--- src/rtl/pkg_papp_tx.sv ---
// rtl/pkg_papp_tx.sv - APP channel responder: drains PKT_LEN words from pabuf into a HEAD/LEN/payload/SUM byte packet
// Stream outputs are registered and held while tx_vld is high and tx_rdy is low.
module pkg_papp_tx #(
  parameter logic [7:0] HEAD    = 8'hA5,
  parameter int         PKT_LEN = 32
) (
  input  logic       clk_sys,
  input  logic       rst,
  input  logic       fire_papp,
  output logic       done_papp,
  output logic       busy,
  output logic       pabuf_rd,
  input  logic [7:0] pabuf_q,
  input  logic       pabuf_empty,
  output logic [7:0] tx_data,
  output logic       tx_vld,
  input  logic       tx_rdy
);

  typedef enum logic [2:0] {
    S_IDLE, S_HEAD, S_LEN, S_RD, S_WAIT, S_DATA, S_SUM, S_DONE
  } state_t;

  localparam logic [7:0] LEN_B  = 8'(PKT_LEN);
  localparam logic [7:0] LAST_W = 8'(PKT_LEN - 1);

  state_t     state_q, state_d;
  logic [7:0] cnt_q, cnt_d;
  logic [7:0] sum_q, sum_d;
  logic [7:0] tx_data_q, tx_data_d;
  logic       tx_vld_q, tx_vld_d;
  logic       done_q, done_d;
  logic       busy_q, busy_d;
  logic       xfer;

  assign xfer = tx_vld_q & tx_rdy;

  always_comb begin
    state_d   = state_q;
    cnt_d     = cnt_q;
    sum_d     = sum_q;
    tx_data_d = tx_data_q;
    tx_vld_d  = tx_vld_q;
    done_d    = 1'b0;
    case (state_q)
      S_IDLE: begin
        if (fire_papp) begin
          state_d   = S_HEAD;
          sum_d     = 8'h00;
          cnt_d     = 8'h00;
          tx_vld_d  = 1'b1;
          tx_data_d = HEAD;
        end
      end
      S_HEAD: begin
        if (xfer) begin
          state_d   = S_LEN;
          tx_data_d = LEN_B;
        end
      end
      S_LEN: begin
        if (xfer) begin
          state_d  = S_RD;
          tx_vld_d = 1'b0;
        end
      end
      S_RD: begin
        if (!pabuf_empty) state_d = S_WAIT;
      end
      S_WAIT: begin
        state_d   = S_DATA;
        tx_data_d = pabuf_q;
        tx_vld_d  = 1'b1;
      end
      S_DATA: begin
        if (xfer) begin
          sum_d = sum_q + tx_data_q;
          cnt_d = cnt_q + 8'd1;
          // The SUM byte is loaded straight from the updated running sum.
          if (cnt_q == LAST_W) begin
            state_d   = S_SUM;
            tx_data_d = sum_q + tx_data_q;
          end else begin
            state_d  = S_RD;
            tx_vld_d = 1'b0;
          end
        end
      end
      S_SUM: begin
        if (xfer) begin
          state_d  = S_DONE;
          tx_vld_d = 1'b0;
          done_d   = 1'b1;
        end
      end
      S_DONE: state_d = S_IDLE;
      default: state_d = S_IDLE;
    endcase
    busy_d = (state_d != S_IDLE);
  end

  always_ff @(posedge clk_sys or posedge rst) begin
    if (rst) begin
      state_q   <= S_IDLE;
      cnt_q     <= 8'h00;
      sum_q     <= 8'h00;
      tx_data_q <= 8'h00;
      tx_vld_q  <= 1'b0;
      done_q    <= 1'b0;
      busy_q    <= 1'b0;
    end else begin
      state_q   <= state_d;
      cnt_q     <= cnt_d;
      sum_q     <= sum_d;
      tx_data_q <= tx_data_d;
      tx_vld_q  <= tx_vld_d;
      done_q    <= done_d;
      busy_q    <= busy_d;
    end
  end

  // Read strobe is gated by the live empty flag so it can never fire on an empty buffer.
  assign pabuf_rd  = (state_q == S_RD) & ~pabuf_empty;
  assign tx_data   = tx_data_q;
  assign tx_vld    = tx_vld_q;
  assign done_papp = done_q;
  assign busy      = busy_q;

endmodule

--- config.mk ---
export PLATFORM = sky130hd
export DESIGN_NAME = pkg_papp_tx
export DESIGN_NICKNAME = d
export VERILOG_FILES = /design/src/rtl/pkg_papp_tx.sv
export SDC_FILE = /design/constraint.sdc
export NUM_CORES = 1
export LEC_CHECK = 0
export CAP_MARGIN = 20
export CORE_UTILIZATION = 59
export CTS_CLUSTER_SIZE = 30
export DETAILED_ROUTE_END_ITERATION = 16
export PLACE_DENSITY = 0.84
export SYNTH_ARGS = -nofsm -noshare
export SYNTH_HDL_FRONTEND = slang
export SYNTH_SLANG_ARGS = --single-unit
--- constraint.sdc ---
create_clock -name clk_sys -period 2.9 [get_ports clk_sys]
set_input_delay 0.435 -clock clk_sys [delete_from_list [all_inputs] [get_ports clk_sys]]
set_output_delay 0.435 -clock clk_sys [all_outputs]
set_load 0.02 [all_outputs]
==> metrics.md <==
| Metric | Value |
|---|---|
| Status | `finished clean` |
| Worst-path maximum fanout | `17` |
| Largest net degree at the start of global routing | `31` |
| Slowest cell on crit path | `clkdlybuf4s50_1` |
| Largest cells by area after synthesis | `dfrtp_1 40%, o21ai_0 6.1%, nand2_1 5.4%` |
| GRT Total Usage | `29.0%` |
| Fmax | `405 MHz` |
| GPL Wtd Cong | `approximately 0.86` |
| Final WL | `4150 um` |
| Setup CP Type | `reg -> out` |
| First-pass GRT wire length | `~7300 um` |
| Crit-path leading delay family | `buffers and inverters` |
| Register bit total from synthesis | `30` |
| Overall Power | `1.79 mW` |
| Antenna Cells | `0` |
| Synth Cell Area | `1880 sq um` |
| WP data required | `2470 ps` |
| Final min period | `approximately 2500 ps` |
| Via count | `1,691` |
| CTS hold repair buffers | `0` |
| Ratio of cells with drive above 1 in the final layout | `8.90%` |
| Clock Sinks | `30` |
| Setup tns final | `0 ps` |
| Final ANT Viol Nets | `0` |
| Tcrit/Tclk final | `85.2%` |
| Final setup fails | `0` |
| Area leader, netlist | `dfrtp_1` |
| Clk buf depth | `2` |
| Fin cells | `280` |
| Post_cts resized | `0` |
| Post-synth EDFFs | `0` |
| Crit path depth | `3` |
| CTS tree | `yes` |
| Syn Inst Count | `211` |
| Synth top area share | `about two fifths` |
| Synth-to-layout area growth | `16.7%` |
| Synth cell types | `52` |
| Max-slew violation count | `0` |
| Gr ovfl total | `0` |
| Buffer count from post-CTS setup fixing | `0` |
| Final Skew | `10.6 ps` |
| Row count | `20` |
| I/O pins | `25` |
| Critical Path Sink Type | `output pin` |
| Peak supply drop | `roughly 0.00056 V` |
| Clock Tree Root | `clkbuf_4` |
| Async set or reset register ratio after synthesis | `100%` |
| TritonCTS Buffers | `5` |
| Worst Max-Slew Pin Slew | `~700 ps` |
| Leakage | `0.955 nW` |
| Drt first pass iters | `4` |
| Syn_area_per_cell | `8.93 sq um` |
| Initial antenna violation count | `0` |
| PortBufs | `24` |
| Placed instance count | `273` |
| CP max stage delay | `660 ps` |
| Sequential share of the synthesized area | `39.8%` |
| Width of the chip | `58.5 um` |
| Initial Utilization | `61.7%` |
| WP data arrival | `2040 ps` |
| Residual DRC | `0` |
| Final hold violations | `0` |
| DRT iter0 DRCs | `62` |
| Vias in the first global route | `1,627` |
| Detailed-route wire length per cell | `14.8 um` |
| Fin nets | `258` |
| Detail Placement HPWL | `2990 um` |
| Syn_nets | `233` |
| Via density | `about 6` |
| CP Buf/Inv Count | `1` |
| HP Class | `in -> async` |
| Prevailing post-synth register cell | `dfrtp_1` |
| Dpl ws | `~660 ps` |
| Final WS setup | `between 400 and 500 ps` |
| Worst rel slew slack | `53.0%` |
| Full die area | `3420 sq um` |
| Clk Latency, worst-skew pair | `~340 ps` |
| FF-to-FF path depth | `7` |
| Maxcap violations | `0` |
| Chip height | `58.5 um` |
| H-tree levels | `2` |
| Yosys warns | `0` |
| Worst setup SP type | `register` |
| Critical Path, Cell by Cell | `nand2_1, nor3_1, clkdlybuf4s50_1` |
| RSZ-0062 raised after global routing | `no` |
| Util after Layout | `72.0%` |
| Clk slew on worst S/H paths | `~90 ps` |
| Core ar. | `about 3100 sq um` |
| Pwr per Cell Area | `816 nW/um^2` |
## final cells by class
class,instances,area [sq um]
sequential,30,751
multi-input combinational,165,1060
timing repair buffer,26,255
fill,247,855
tap,44,55.1
inverter,8,30.0
clock inverter,2,10.0
clock buffer,5,37.5
## routing by layer
metal / vias up / GRT usage (%) / wire length, um
li1: 821 / - / -
met1: 817 / 36.4 / 1860
met2: 47 / 46.8 / 2010
met3: 6 / 6.37 / 220
met4: 0 / 15.6 / 69
met5: - / 0 / 0
## final timing paths
path                                  from  slack [ps]        to
worst max-delay path            state_q[1]         430  pabuf_rd
worst min-delay path                   rst         470  cnt_q[1]
worst max register to register  tx_data[0]         690  sum_q[6]
worst min register to register    sum_q[5]         500  sum_q[5]
max in group asynchronous              rst        2140  sum_q[3]
min in group clk_sys              sum_q[5]         500  sum_q[5]
## layout by cell type, fill, tap and decap left out, drive strengths merged, types with 2 or more instances in the layout
cell,n
inv,8
ha,8
nand2b,4
clkbuf,5
nor4,2
mux2,4
nand3,8
clkinv,2
nand2,27
mux2i,3
o21ai,27
nor2,13
nand3b,2
a31oi,2
a21o,4
o211ai,2
o31ai,5
xnor2,2
or2,2
and2,3
a21oi,11
nor3,9
clkdlybuf4s50,24
a211o,2
a211oi,7
and3,2
dfrtp,30
buf,2
## cells in the mapped netlist (all sizes together) (5+ instances only)
master and number:
a211oi 7, a21oi 11, dfrtp 30, ha 8, inv 8, nand2 27
nand3 8, nor2 13, nor3 9, o21ai 27, o31ai 5
## worst reg2reg max path, stage by stage (launching register included)
cell,delay [ps]
dfrtp_1,410
ha_1,270
fa_1,440
a211oi_1,290
o21bai_1,130
and4_1,210
nor3_1,220
o21ai_0,110
## state kept, by name (all words and copies together), names as in the netlist
signal	count
busy	1
cnt_q	8
done_papp	1
state_q	3
sum_q	8
tx_data	8
tx_vld	1
## stage by stage
stage	hold slack [ps]	area [sq um]
2_1_floorplan	446	1880
3_3_place_gp	466	2150
3_5_place_dp	484	2150
4_1_cts	478	2200
5_1_grt	514	2200
6_report	467	2200
## kinds of logic after synthesis
group / share of synthesized area [%]
buffers and inverters: 3.92
flip-flops: 39.8
AO/OA/AOI/OAI: 24.1
adder cells (fa/ha/maj): 6.37
XOR/XNOR: 0.930
AND/OR/NAND/NOR: 20.9
multiplexers: 3.98
## power breakdown
part           internal, mW  switching [mW]  total (mW)  leakage (nW)
Clock                0.0868           0.141       0.228        0.0308
Sequential            0.524           0.145       0.669         0.394
Combinational         0.384           0.514       0.898         0.531
Total                 0.995           0.800        1.79         0.955
Power figures use the tool's default switching activity.
